`src/rtl/alu_simd_pipe.sv`:
```
// Two-stage pipelined ternary SIMD adder: S = W + X + Y + CIN per run-time segment,
// with per-segment accumulate and per-lane saturating carry-out counters.
module alu_simd_pipe #(
  parameter int LANE_W = 12,
  parameter int LANES  = 4,
  parameter int CNT_W  = 4
) (
  input  logic                      clk,
  input  logic                      rst_n,
  input  logic [1:0]                simd_mode,
  input  logic                      acc_en,
  input  logic [LANES*LANE_W-1:0]   w,
  input  logic [LANES*LANE_W-1:0]   x,
  input  logic [LANES*LANE_W-1:0]   y,
  input  logic [2*LANES-1:0]        cin,
  input  logic                      in_valid,
  output logic                      in_ready,
  output logic [LANES*LANE_W-1:0]   s,
  output logic [2*LANES-1:0]        cout,
  output logic                      out_valid,
  input  logic                      out_ready,
  input  logic                      clr_cnt,
  output logic [LANES*CNT_W-1:0]    carry_cnt
);

  localparam int N    = LANES * LANE_W;
  localparam int HALF = LANES / 2;

  // Handshake: a beat moves across an interface on a rising edge where valid && ready;
  // valid never depends on ready, and a held beat keeps its data stable until taken.
  logic             advance;
  logic             acc_hazard;
  logic             in_fire;
  logic             out_fire;
  logic [N-1:0]     w_eff;

  logic             s1_valid;
  logic [N-1:0]     s1_ps;
  logic [N-1:0]     s1_pc;
  logic [2*LANES-1:0] s1_cin;
  logic [1:0]       s1_mode;

  logic [N-1:0]     acc_q;
  logic [N-1:0]     sum_n;
  logic [2*LANES-1:0] cout_n;
  logic [LANES*CNT_W-1:0] cnt_n;

  assign advance    = !out_valid || out_ready;
  assign acc_hazard = s1_valid && acc_en;
  assign in_ready   = advance && !acc_hazard && rst_n;
  assign in_fire    = in_valid && in_ready;
  assign out_fire   = out_valid && out_ready;

  // An acc_en beat is only accepted with S1 empty, so acc_q here already equals
  // the value it will hold when this beat reaches S2.
  assign w_eff = acc_en ? acc_q : w;

  always_ff @(posedge clk) begin
    if (!rst_n) begin
      s1_valid <= 1'b0;
      s1_ps    <= '0;
      s1_pc    <= '0;
      s1_cin   <= '0;
      s1_mode  <= 2'd0;
    end else if (advance) begin
      s1_valid <= in_fire;
      if (in_fire) begin
        s1_ps   <= w_eff ^ x ^ y;
        s1_pc   <= (w_eff & x) | (w_eff & y) | (x & y);
        s1_cin  <= cin;
        s1_mode <= simd_mode;
      end
    end
  end

  // Lane-by-lane carry-propagate add; the 2-bit lane carry is restarted from cin
  // at a segment's bottom lane and reported as cout at its top lane.
  always_comb begin
    logic [1:0]        c;
    logic [LANE_W+1:0] lane_t;
    logic              is_bot;
    logic              is_top;
    sum_n  = '0;
    cout_n = '0;
    c      = 2'b00;
    lane_t = '0;
    is_bot = 1'b0;
    is_top = 1'b0;
    for (int i = 0; i < LANES; i++) begin
      case (s1_mode)
        2'd0: begin
          is_bot = (i == 0);
          is_top = (i == LANES - 1);
        end
        2'd1: begin
          is_bot = ((i % HALF) == 0);
          is_top = ((i % HALF) == HALF - 1);
        end
        default: begin
          is_bot = 1'b1;
          is_top = 1'b1;
        end
      endcase
      if (is_bot) c = s1_cin[2*i +: 2];
      lane_t = {2'b00, s1_ps[i*LANE_W +: LANE_W]}
             + {1'b0, s1_pc[i*LANE_W +: LANE_W], 1'b0}
             + {{LANE_W{1'b0}}, c};
      sum_n[i*LANE_W +: LANE_W] = lane_t[LANE_W-1:0];
      if (is_top) cout_n[2*i +: 2] = lane_t[LANE_W +: 2];
      else        c = lane_t[LANE_W +: 2];
    end
  end

  always_ff @(posedge clk) begin
    if (!rst_n) begin
      out_valid <= 1'b0;
      s         <= '0;
      cout      <= '0;
      acc_q     <= '0;
    end else if (advance) begin
      out_valid <= s1_valid;
      if (s1_valid) begin
        s     <= sum_n;
        cout  <= cout_n;
        acc_q <= sum_n;
      end
    end
  end

  always_comb begin
    logic [CNT_W:0] t;
    cnt_n = carry_cnt;
    t     = '0;
    for (int i = 0; i < LANES; i++) begin
      t = {1'b0, carry_cnt[i*CNT_W +: CNT_W]} + {{(CNT_W-1){1'b0}}, cout[2*i +: 2]};
      cnt_n[i*CNT_W +: CNT_W] = t[CNT_W] ? {CNT_W{1'b1}} : t[CNT_W-1:0];
    end
  end

  always_ff @(posedge clk) begin
    if (!rst_n)        carry_cnt <= '0;
    else if (clr_cnt)  carry_cnt <= '0;
    else if (out_fire) carry_cnt <= cnt_n;
  end

endmodule

```
`config.mk`:
```
export PLATFORM = sky130hd
export DESIGN_NAME = alu_simd_pipe
export DESIGN_NICKNAME = d
export VERILOG_FILES = /design/src/rtl/alu_simd_pipe.sv
export SDC_FILE = /design/constraint.sdc
export NUM_CORES = 1
export LEC_CHECK = 0
export BUFFER_PORTS_ARGS = -buffer_cell sky130_fd_sc_hd__clkbuf_2
export CAP_MARGIN = 30
export CORE_UTILIZATION = 35
export CTS_CLUSTER_SIZE = 10
export DETAILED_ROUTE_END_ITERATION = 6
export GPL_TIMING_DRIVEN = 1
export PLACE_DENSITY = 0.67
export SYNTH_ARGS = -nofsm -noshare
export SYNTH_HDL_FRONTEND = slang
export SYNTH_SLANG_ARGS = --single-unit
```
`constraint.sdc`:
```
create_clock -name clk -period 18.02 [get_ports clk]
set_clock_uncertainty 0.15 [all_clocks]
set_input_delay 2.703 -clock clk [delete_from_list [all_inputs] [get_ports clk]]
set_output_delay 2.703 -clock clk [all_outputs]
set_load 0.05 [all_outputs]
```
# After elaboration in Yosys (flattened, before gate mapping)
# Index checks and enable logic that the tools add are counted.
# Widths: inputs -> output; s select.
word_totals:
  register_bits: 180
  in_bits: 160
  out_inout_bits: 74
  elab_cells: 54
classes:
  add_sub_neg: 12
  eq_ne: 1
  n_mux: 11
  bitwise: 8
  reduce_logical: 13
ops:
  columns: ["operator", "count"]
  rows:
  - ["$and 48x48->48", 3]
  - ["$or 48x48->48", 2]
  - ["$xor 48x48->48", 2]
  - ["$add 12x13->14", 4]
  - ["$add 14x2->14", 4]
  - ["$mux 48", 1]
  - ["$add 4x2->5", 4]
  - ["$mux 4", 4]
  - ["$mux 2", 6]
  - ["$logic_and 1x1->1", 5]
  - ["$reduce_and 2->1", 2]
  - ["$reduce_or 2->1", 2]
  - ["$eq 2x1->1 const B", 1]
  - ["$logic_not 1->1", 2]
  - ["$logic_not 2->1", 1]
  - ["$logic_or 1x1->1", 1]
  - ["$not 1->1", 1]

# Longest topological paths before layout
logic_depth:
  word_depth: 8
  mapped_depth: 42

# Least setup slack after synthesis
# Ideal clock, no wire load.
synth_timing:
  kind: "flip-flop to flip-flop"
  startpoint: "register s1_ps[1]"
  endpoint: "register acc_q[47]"
  t_arrival_ps: 8611
  t_required_ps: 17748
  slack_ps: 9137
  stages_incl_launch_ff: 43
  path_buffers: 0
  synth_period_minus_slack_ps: 8883
  cell_sequence: "dfxtp_1 > inv_1 > fa_1 > inv_1 > ha_1 > fa_1 > a21o_1 > a221oi_2 > o31ai_1 > a21oi_1 > o21a_1 > fa_1 > inv_1 > ha_1 > inv_1 > fa_1 > nand2b_1 > a21oi_1 > (+7 left out) > fa_1 > a21oi_1 > o21ai_0 > a21oi_1 > a31oi_1 > a21oi_1 > a211o_1 > fa_1 > inv_1 > ha_1 > inv_1 > fa_1 > nor2b_1 > o21a_1 > o21ai_1 > a21oi_1 > mux2i_1 > a311o_1"
synth_between:
  elab_chain_cells: 8
synth_rtl:
  columns: ["element", "line", "source"]
  rows:
  - ["start: declaration", "38", "logic [N-1:0] s1_ps;"]
  - ["start signal: assignment", "68", "s1_ps <= w_eff ^ x ^ y;"]
  - ["$add 12x13->14", "106", "+ {1'b0, s1_pc[i*LANE_W +: LANE_W], 1'b0}"]
  - ["$add 14x2->14", "107", "+ {{LANE_W{1'b0}}, c};"]
  - ["$mux 2", "104", "if (is_bot) c = s1_cin[2*i +: 2];"]
  - ["$add 14x2->14", "107", null]
  - ["$mux 2", "104", null]
  - ["$add 14x2->14", "107", null]
  - ["$mux 2", "104", null]
  - ["$add 14x2->14", "107", null]
  - ["end signal: assignment", "125", "acc_q <= sum_n;"]
  - ["end: declaration", "43", "logic [N-1:0] acc_q;"]
# No other way between the ends.
# A chain may end at the register's enable or synchronous reset.

# Worst setup path after layout
# Same ends and word-level chain as after synthesis.

==> metrics.txt <==
num ports 234; peak supply drop 0.0000602 V; Synth Flop Type dfxtp_1; global-route wire length before repair 45.2 mm; CTS tree built; Post-DRT Antenna Nets 0; Tightest Pin Transition 0.833 ns; P_int 0.704 mW; Power, Total 0.978 mW; Worst Hold Depth 2; cell with the most instances after synthesis nand2_1; Via-to-Cell Ratio 4.99; pre-CTS setup slack 8.31 ns; Mapped Area 11000 sq um; die area 32000 sq um; total grt overflow 0; Yosys reg bits 180; Yosys cell types 61; sequential-to-total area share from yosys stat 32.9%; Syn Nets 1587; CTS buffer count 17; RR Endpoint acc_q[47]$_SDFFE_PN0P_; cells on worst reg2reg path 42; PwrDens 74.8 nW/um^2; combinational power share 16.2%; Routed WL 28.1 mm; cell area after layout 13100 sq um; setup bufs post-CTS 0; largest net degree at the start of global routing 83; Slew Limit Fails 0; Hold Path Sink s1_ps[25]$_SDFFE_PN0P_; Leak 5.80 nW; Port Buffers 233; share of post-route cells with drive strength above 1 22.8%; Clock Pin Slew Worst Setup and Hold Paths 0.07 ns; synthesized instance count 1267; CP startpoint kind flop; Clock Latency Late Sink 0.42 ns; Crit-path slowest cell fa_1; wire length per cell 15.0 microns; Net Sw Power 0.274 mW; Die Ht 179 microns; max incr delay on CP 0.52 ns; Starting Density 35.7%; sw frac 28.0%; Fmax achieved 103 MHz; initial DRC count 389; setup_tns 0 ns; Worst Setup Path Type reg -> reg; Mapped Avg Cell Area 8.64 sq um; worst endpoint required time 18.19 ns; ys async rst share 0%; DIE WIDTH 179 microns; R2R Path Start s1_ps[1]$_SDFFE_PN0P_; GRT Overall Usage 18.0%; hpwl dp 20.8 mm; Setup violations, final 0; R2R setup slack 8.27 ns; CP most frequent cell fa_1; Synth area leaders dfxtp_1 (33%), ha_1 (11%), fa_1 (11%); Post-Place Cell Area 12500 sq um; Final GP Congestion 0.805; Clock Sinks 180; worst-path fanout max 4; via count 9337; nets 1782; post-route minimum period 9.75 ns; vias in the first global route 9092; crit end category flop; CTS Buffer Depth 2; share of the synthesized area in the top cell type 32.9%; cts hold-fix bufs 0; area leader, netlist dfxtp_1; unrepaired setup endpoints after global routing false; layout overhead on the synthesized area 19.4%; Hold Path Class reg -> reg; Sequential Power Share 43.4%; Clock Tree Root clkbuf_16; final hold vios 0; setup ws final 8.27 ns; diodes inserted 0; Worst Path Arrival 9.92 ns; Worst Min Path Start s1_ps[25]$_SDFFE_PN0P_; Resize count post-CTS 0; EDFF count, synth 0; max_cap viols 0; DRC viols 0; antenna violations before repair 0; router iterations before antenna repair 4; Synth top cells by count nand2_1 (297), a21oi_1 (191), dfxtp_1 (180), ha_1 (100), fa_1 (60); depth of the CTS H-tree 4; status complete, no violations; clock power share 40.5%; Core Area 30700 sq um; slew margin rel. 44.3%; Tcrit/Tclk final 54.1%; Std-Cell Rows 64; Yosys Warn Count 0
==> flip-flops by register name (all words and copies together) (netlist names) <==
name,cells
acc_q,48
carry_cnt,16
cout,8
out_valid,1
s1_cin,8
s1_mode,2
s1_pc,48
s1_ps,48
s1_valid,1
==> critical path: cells and delay by family, from the launching register on <==
kind,cells,cell delay (ns)
flip-flops,1,0.33
AND/OR/NAND/NOR,3,0.42
buffers and inverters,7,0.39
multiplexers,1,0.11
adder cells (fa/ha/maj),12,4.34
AO/OA/AOI/OAI,19,3.89
==> layout by cell type (no fill, tap or decap), drive strengths merged, types with 5 or more instances in the layout <==
master,count
a211o,5
o21ai,39
o21a,9
nand2,298
fa,60
nand2b,10
xnor2,16
nand3,26
a21o,13
xor2,8
nor2b,8
buf,9
nor3b,7
ha,100
mux2i,10
a211oi,12
nor3,12
clkbuf,252
inv,48
dfxtp,180
and3,6
a21oi,191
mux2,50
nor2,41
==> kinds of logic after synthesis <==
kind of cell,Yosys count,share of synthesized area [%]
muxes,60,6.05
and+or+nand+nor,431,16.7
AOI/OAI and AO/OA,303,15.9
xor gates and xnor gates,24,1.92
DFF,180,32.9
adders and majority gates,160,22.4
buffers and inverters,109,4.12
==> how the worst max path moves through the flow <==
stage	to	cells after the start	slack, ns	start
3_3_place_gp	acc_q[47]$_SDFFE_PN0P_	42	8.43	s1_ps[1]$_SDFFE_PN0P_
5_1_grt	acc_q[47]$_SDFFE_PN0P_	42	7.58	s1_ps[1]$_SDFFE_PN0P_
2_1_floorplan	acc_q[47]$_SDFFE_PN0P_	42	9.14	s1_ps[1]$_SDFFE_PN0P_
4_1_cts	acc_q[47]$_SDFFE_PN0P_	42	8.28	s1_ps[1]$_SDFFE_PN0P_
3_5_place_dp	acc_q[47]$_SDFFE_PN0P_	42	8.31	s1_ps[1]$_SDFFE_PN0P_
6_report	acc_q[47]$_SDFFE_PN0P_	42	8.27	s1_ps[1]$_SDFFE_PN0P_
==> per-stage QoR <==
step	hold slack (ns)	utilization [%]	std cells
after floorplan	0.281	-	1267
after global placement	0.293	40.4	1836
after detailed placement	0.299	40.6	1839
after CTS	0.308	42.6	1871
after global routing	0.316	42.6	1871
final	0.305	42.6	1871
==> power by group through the flow <==
stage | Combinational (mW) | Sequential (mW) | Clock (mW)
final | 0.158 | 0.424 | 0.396
after detailed placement | 0.159 | 0.433 | 0
after global routing | 0.180 | 0.426 | 0.422
after global placement | 0.155 | 0.433 | 0
after floorplan | 0.0955 | 0.441 | 0
after CTS | 0.161 | 0.424 | 0.405
==> layer usage <==
layer	vias to the layer above	track usage, %	wire (microns)
met3	21	2.46	984
met1	4385	22.7	12700
met2	191	31.4	13800
li1	4740	-	-
met4	0	5.47	491
met5	-	0	0
==> cell type report <==
cell class              instances  area, sq um
multi-input cells             978         6910
fillers                      3043        17600
inverters                      43          164
repair buffers                242         1290
flip-flops and latches        180         3600
well taps                     396          495
clock inverters                13          170
clock buffers                  19          443
No activity file was read; power rests on OpenSTA's default activity.
